### src/rtl/mem_arbiter.sv
// mem_arbiter: arbitrates the shared single-ported memory between instruction
// fetch and data LD/ST. Data wins by default; a saturating streak counter
// hands the port to fetch after MAX_DM_STREAK consecutive data grants that
// were taken while fetch waited. A watchdog traps a memory that never answers.
module mem_arbiter #(
  parameter int MAX_DM_STREAK = 4,
  parameter int TIMEOUT       = 16
) (
  input  logic        clk,
  input  logic        rst,
  input  logic        if_req,
  input  logic [15:0] if_addr,
  input  logic        dm_rd,
  input  logic        dm_wr,
  input  logic [15:0] dm_addr,
  input  logic [15:0] dm_wdata,
  input  logic [15:0] mem_rdata,
  input  logic        mem_done,
  output logic        mem_en,
  output logic        mem_wr,
  output logic [15:0] mem_addr,
  output logic [15:0] mem_wdata,
  output logic        if_done,
  output logic [15:0] if_data,
  output logic        dm_done,
  output logic [15:0] dm_data,
  output logic        if_stall,
  output logic        dm_stall,
  output logic        err
);

  typedef enum logic [2:0] {
    IDLE, ISSUE_IF, ISSUE_DM, WAIT_IF, WAIT_DM, ERR
  } state_t;

  localparam logic [3:0] STREAK_MAX = 4'(MAX_DM_STREAK);
  localparam logic [7:0] TMO_LIM    = 8'(TIMEOUT);

  state_t      state;
  logic [3:0]  streak;
  logic [7:0]  tmoCnt;
  logic [7:0]  tmoNext;
  logic [15:0] ifDataQ;
  logic [15:0] dmDataQ;
  logic        errQ;
  logic        dmReq;
  logic        protoErr;
  logic        grantDm;
  logic        grantIf;
  logic        inIssue;

  assign dmReq   = dm_rd | dm_wr;
  assign inIssue = (state == ISSUE_IF) | (state == ISSUE_DM);
  // A done before the access is even waiting, or a read+write at once, is a
  // broken requester/memory; trap it rather than guess.
  assign protoErr = (dm_rd & dm_wr) | (mem_done & ((state == IDLE) | inIssue));
  assign tmoNext  = tmoCnt + 8'd1;

  // Data wins unless fetch has already been passed over MAX_DM_STREAK times.
  assign grantDm = (state == IDLE) & dmReq & ~(if_req & (streak == STREAK_MAX));
  assign grantIf = (state == IDLE) & if_req & ~grantDm;

  // Completion is reported in the very cycle memory answers.
  assign if_done  = (state == WAIT_IF) & mem_done;
  assign dm_done  = (state == WAIT_DM) & mem_done;
  assign if_data  = if_done ? mem_rdata : ifDataQ;
  assign dm_data  = (dm_done & ~mem_wr) ? mem_rdata : dmDataQ;
  assign if_stall = if_req & ~if_done;
  assign dm_stall = dmReq & ~dm_done;
  assign err      = errQ;

  // Arbitration FSM with registered memory-side outputs.
  always_ff @(posedge clk or posedge rst) begin
    if (rst) begin
      state     <= IDLE;
      streak    <= 4'd0;
      tmoCnt    <= 8'd0;
      mem_en    <= 1'b0;
      mem_wr    <= 1'b0;
      mem_addr  <= 16'h0000;
      mem_wdata <= 16'h0000;
      errQ      <= 1'b0;
    end else if (state != ERR && protoErr) begin
      state  <= ERR;
      errQ   <= 1'b1;
      mem_en <= 1'b0;
    end else begin
      case (state)
        IDLE: begin
          if (grantDm) begin
            mem_addr  <= dm_addr;
            mem_wdata <= dm_wdata;
            mem_wr    <= dm_wr;
            mem_en    <= 1'b1;
            // Only streaks taken while fetch waits count against fetch.
            if (!if_req)                streak <= 4'd0;
            else if (streak != STREAK_MAX) streak <= streak + 4'd1;
            state <= ISSUE_DM;
          end else if (grantIf) begin
            mem_addr <= if_addr;
            mem_wr   <= 1'b0;
            mem_en   <= 1'b1;
            streak   <= 4'd0;
            state    <= ISSUE_IF;
          end
        end
        ISSUE_IF, ISSUE_DM: begin
          mem_en <= 1'b0;
          tmoCnt <= 8'd0;
          state  <= (state == ISSUE_IF) ? WAIT_IF : WAIT_DM;
        end
        WAIT_IF, WAIT_DM: begin
          if (mem_done) begin
            state <= IDLE;
          end else begin
            tmoCnt <= tmoNext;
            if (tmoNext == TMO_LIM) begin
              state <= ERR;
              errQ  <= 1'b1;
            end
          end
        end
        ERR: begin
          mem_en <= 1'b0;
          errQ   <= 1'b1;
        end
        default: state <= IDLE;
      endcase
    end
  end

  // Returned data holds between done pulses; stores never touch load data.
  always_ff @(posedge clk or posedge rst) begin
    if (rst) begin
      ifDataQ <= 16'h0000;
      dmDataQ <= 16'h0000;
    end else begin
      if (if_done)           ifDataQ <= mem_rdata;
      if (dm_done & ~mem_wr) dmDataQ <= mem_rdata;
    end
  end

endmodule

### config.mk
export PLATFORM = sky130hd
export DESIGN_NAME = mem_arbiter
export DESIGN_NICKNAME = d
export VERILOG_FILES = /design/src/rtl/mem_arbiter.sv
export SDC_FILE = /design/constraint.sdc
export NUM_CORES = 1
export LEC_CHECK = 0
export ABC_AREA = 1
export ABC_CLOCK_PERIOD_IN_PS = 4200
export BUFFER_PORTS_ARGS = -buffer_cell sky130_fd_sc_hd__buf_4
export CORE_ASPECT_RATIO = 1.4
export CORE_MARGIN = 8
export CORE_UTILIZATION = 50
export CTS_CLUSTER_SIZE = 24
export DETAILED_ROUTE_END_ITERATION = 8
export PLACE_DENSITY = 0.8
export SLEW_MARGIN = 15
export SYNTH_ARGS = -nofsm -noshare
export SYNTH_HDL_FRONTEND = slang
export SYNTH_SLANG_ARGS = --single-unit
export TNS_END_PERCENT = 30
### constraint.sdc
create_clock -name clk -period 4.2 [get_ports clk]
set_input_delay 0.42 -clock clk [delete_from_list [all_inputs] [get_ports clk]]
set_output_delay 0.42 -clock clk [all_outputs]
set_load 0.02 [all_outputs]
==> metrics.md <==
| Metric | Value |
|---|---|
| Outcome | finished, final reports clean |
| Crit. End Element | output port |
| Mapped Cells | between 400 and 500 |
| Initial Util | 0.518 |
| Final Cycle Share | 0.679 |
| WS Path Type | flip-flop to output port |
| Share of cells above drive strength 1 | 0.346 |
| Port-buffer cells | between 100 and 150 |
| Worst Max-Slew Pin Slew | 1.04 ns |
| Setup Viol. Count Final | 0 |
| Synth Cell Area | around 0.004 sq mm |
| Peak supply drop | about 0.00057 V |
| DRC | 0 |
| Vias | between 3,000 and 4,000 |
| DIE WIDTH | about 92 um |
| Top Ports | roughly 140 |
| Register area share after synthesis | 0.511 |
| XOR/XNOR Fraction of Synth Area | 0.00437 |
| Clk slew on worst S/H paths | roughly 0.090 ns |
| Root Buffer | clkbuf_8 |
| CP peak stage delay | between 0.5 and 0.6 ns |
| Post CTS Setup Buffer Count | 0 |
| Number of failing hold endpoints at the final stage | 0 |
| Post-Syn Nets | 513 |
| Largest family of logic cells by synthesized area | simple AND/OR/NAND/NOR gates |
| Die Area | between 0.01 and 0.015 sq mm |
| Syn_area_per_cell | about 9.1 sq um |
| Max-cap violations | 0 |
| Top layer used by detailed routing | met4 |
| Area of the multi-input gates | between 0.0015 and 0.002 sq mm |
| Final Max Tran Viols | 0 |
| Min cycle time layout | around 2.9 ns |
| H-tree levels | 3 |
| TNS Setup | 0 ns |
| First-pass GRT wire length | ~17,000 um |
| Mean routed wirelength per cell | 14.8 um |
| Slew HR | 0.304 |
| Post-Route WL | roughly 10,000 um |
| CTS tree | yes |
| FF-to-FF path depth | 9 |
| Most common cell after layout, fill and taps aside | buf_4 |
| Final global-route overflow total | 0 |
| Fmax | around 350 MHz |
| Worst skew pair latency | approximately 0.36 ns |
| Worst EP required | 3.78 ns |
| PD cells | 789 mW/mm^2 |
| Layout Utilization | 0.679 |
| Initial antenna violation count | 0 |
| CTS sink cnt | 82 |
| R2r setup slk | 1.86 ns |
| #FFs+latches synth | approximately 80 |
| CP Launch Type | flip-flop |
| Starting DRT DRC Count | 95 |
| Critical Path, Cell by Cell | nor4_4 -> nand2_1 -> o21ai_0 -> buf_4 |
| PostCTS Resize Cnt | 0 |
| # diodes | 0 |
| Die extent in y | 122 um |
| Area share of fa/ha/maj cells after synthesis | 0.00935 |
| Leak | 0.00266 uW |
| DRT Pass-1 Iters | 4 |
| R2R Path Start | state[0] |
| # rows | 38 |
| Hold buffers post-CTS | 0 |
| Critical-path top delay cell | nand2_1 |
| Pin count of the biggest net entering global routing | 43 |
| M1 WL | around 4000 um |
| HPWL Detailed | 7620 um |
| Most frequent cells in the layout | buf_4 (141), nand2_1 (135), dfrtp_1 (82) |
| Vias in the first global route | 3,511 |
| Hold Path Class | input port to async pin |
| Fillers | 616 |
| Reg-to-reg critical path endpoint | mem_addr[7] |
| Clock Path Buffers | 2 |
| Metal2 WL | roughly 5000 um |
| GRT Resource Usage Total | 0.183 |
| WP data arrival | between 2 and 2.5 ns |
| Total CTS buffers | 9 |
| Synth-to-layout area growth | 31.2% |
| Synth cell types | 29 |
| Remaining antenna violation count | 0 |
| Register area | ~0.0021 sq mm |
| RSZ-0062 raised after global routing | false |
| Maximum fanout along the worst path | 32 |
| Clk_skew | approximately 0.012 ns |
| Final net count | between 600 and 700 |
| Vias/cell | about 5.0 |
| Met3 wire length | 823 um |
| Post-synthesis compound-gate area fraction | 0.154 |
| Simple-gate share of the synthesized area | 0.240 |
| CORE AREA | slightly below 0.008 sq mm |
| Routability cong. | between 0.8 and 0.9 |
| Multiplexer area fraction after synthesis | 0 |
| Synth warnings | 0 |
## layer usage
layer,vias to the layer above,GRT usage
li1,1670,-
met1,1562,0.207
met2,114,0.308
met3,21,0.0665
met4,0,0.0789
met5,-,0
## where the power goes
part / total, uW / leakage (uW) / switching (uW) / internal, uW
logic: 2210 / 0.00154 / 1370 / 842
clock network: 621 / 0.000105 / 288 / 333
registers: 1320 / 0.00102 / 180 / 1140
## kinds of logic after synthesis
family          count (synthesis)
xor+xnor                        2
compound gates                 67
fa+ha+maj                       3
simple gates                  224
buf+inv                        62
flops                          82
## through the flow
step / setup slack, ns / total power (uW) / hold slack (ns) / instances / cell area [sq um]
global route: 1.05 / 4440 / 0.200 / 678 / 5260
detailed placement: 1.71 / 3560 / 0.460 / 662 / 5040
CTS: 1.30 / 4200 / 0.171 / 678 / 5260
floorplan: 1.67 / 2850 / 0.502 / 440 / 4010
finish: 1.35 / 4150 / 0.146 / 678 / 5260
global placement: 1.78 / 3500 / 0.458 / 662 / 5040
## worst max-delay path by stage
stage	from	to	slack, ns	cells after the start
5_1_grt	state[0]	dm_data[5]	1.05	4
6_report	state[0]	dm_data[5]	1.35	4
2_1_floorplan	rst	dmDataQ[0]	1.67	1
3_5_place_dp	state[0]	dm_data[1]	1.71	4
3_3_place_gp	state[0]	dm_data[4]	1.78	4
4_1_cts	state[0]	dm_data[1]	1.30	4
## worst max-delay path, delay by kind of cell, from the launching register on
family / cells / cell delay (ns)
AOI/OAI and AO/OA: 1 / 0.47
DFF: 1 / 0.47
buffers and inverters: 1 / 0.21
and+or+nand+nor: 2 / 0.92
## registers in the layout, indices dropped and copies added (netlist names), 3 cells and up
signal / flops
dmDataQ: 16
ifDataQ: 16
mem_addr: 16
mem_wdata: 16
tmoCnt: 8
streak: 4
state: 3
## Yosys cell counts (all sizes together)
cell type | n | share of area
nand2 | 143 | 0.14
dfrtp | 82 | 0.51
o21ai | 46 | 0.062
inv | 42 | 0.040
nor2 | 42 | 0.046
nand3 | 33 | 0.041
a31oi | 16 | 0.085
buf | 13 | 0.032
clkbuf | 6 | 0.0056
ha | 3 | 0.0094
nand4 | 3 | 0.0047
a21oi | 2 | 0.0025
nor3 | 2 | 0.0025
o22ai | 2 | 0.0031
xor2 | 2 | 0.0044
a22oi | 1 | 0.0019
clkinv | 1 | 0.0022
nor4 | 1 | 0.0053
## layout make-up
type | count | area share
inverter | 43 | 0.0323
timing repair buffer | 141 | 0.201
sequential | 82 | 0.390
multi-input combinational | 296 | 0.311
clock inverter | 7 | 0.0178
tap | 100 | 0.0238
clock buffer | 9 | 0.0235
Note: power is estimated with default switching activity, not from simulation.
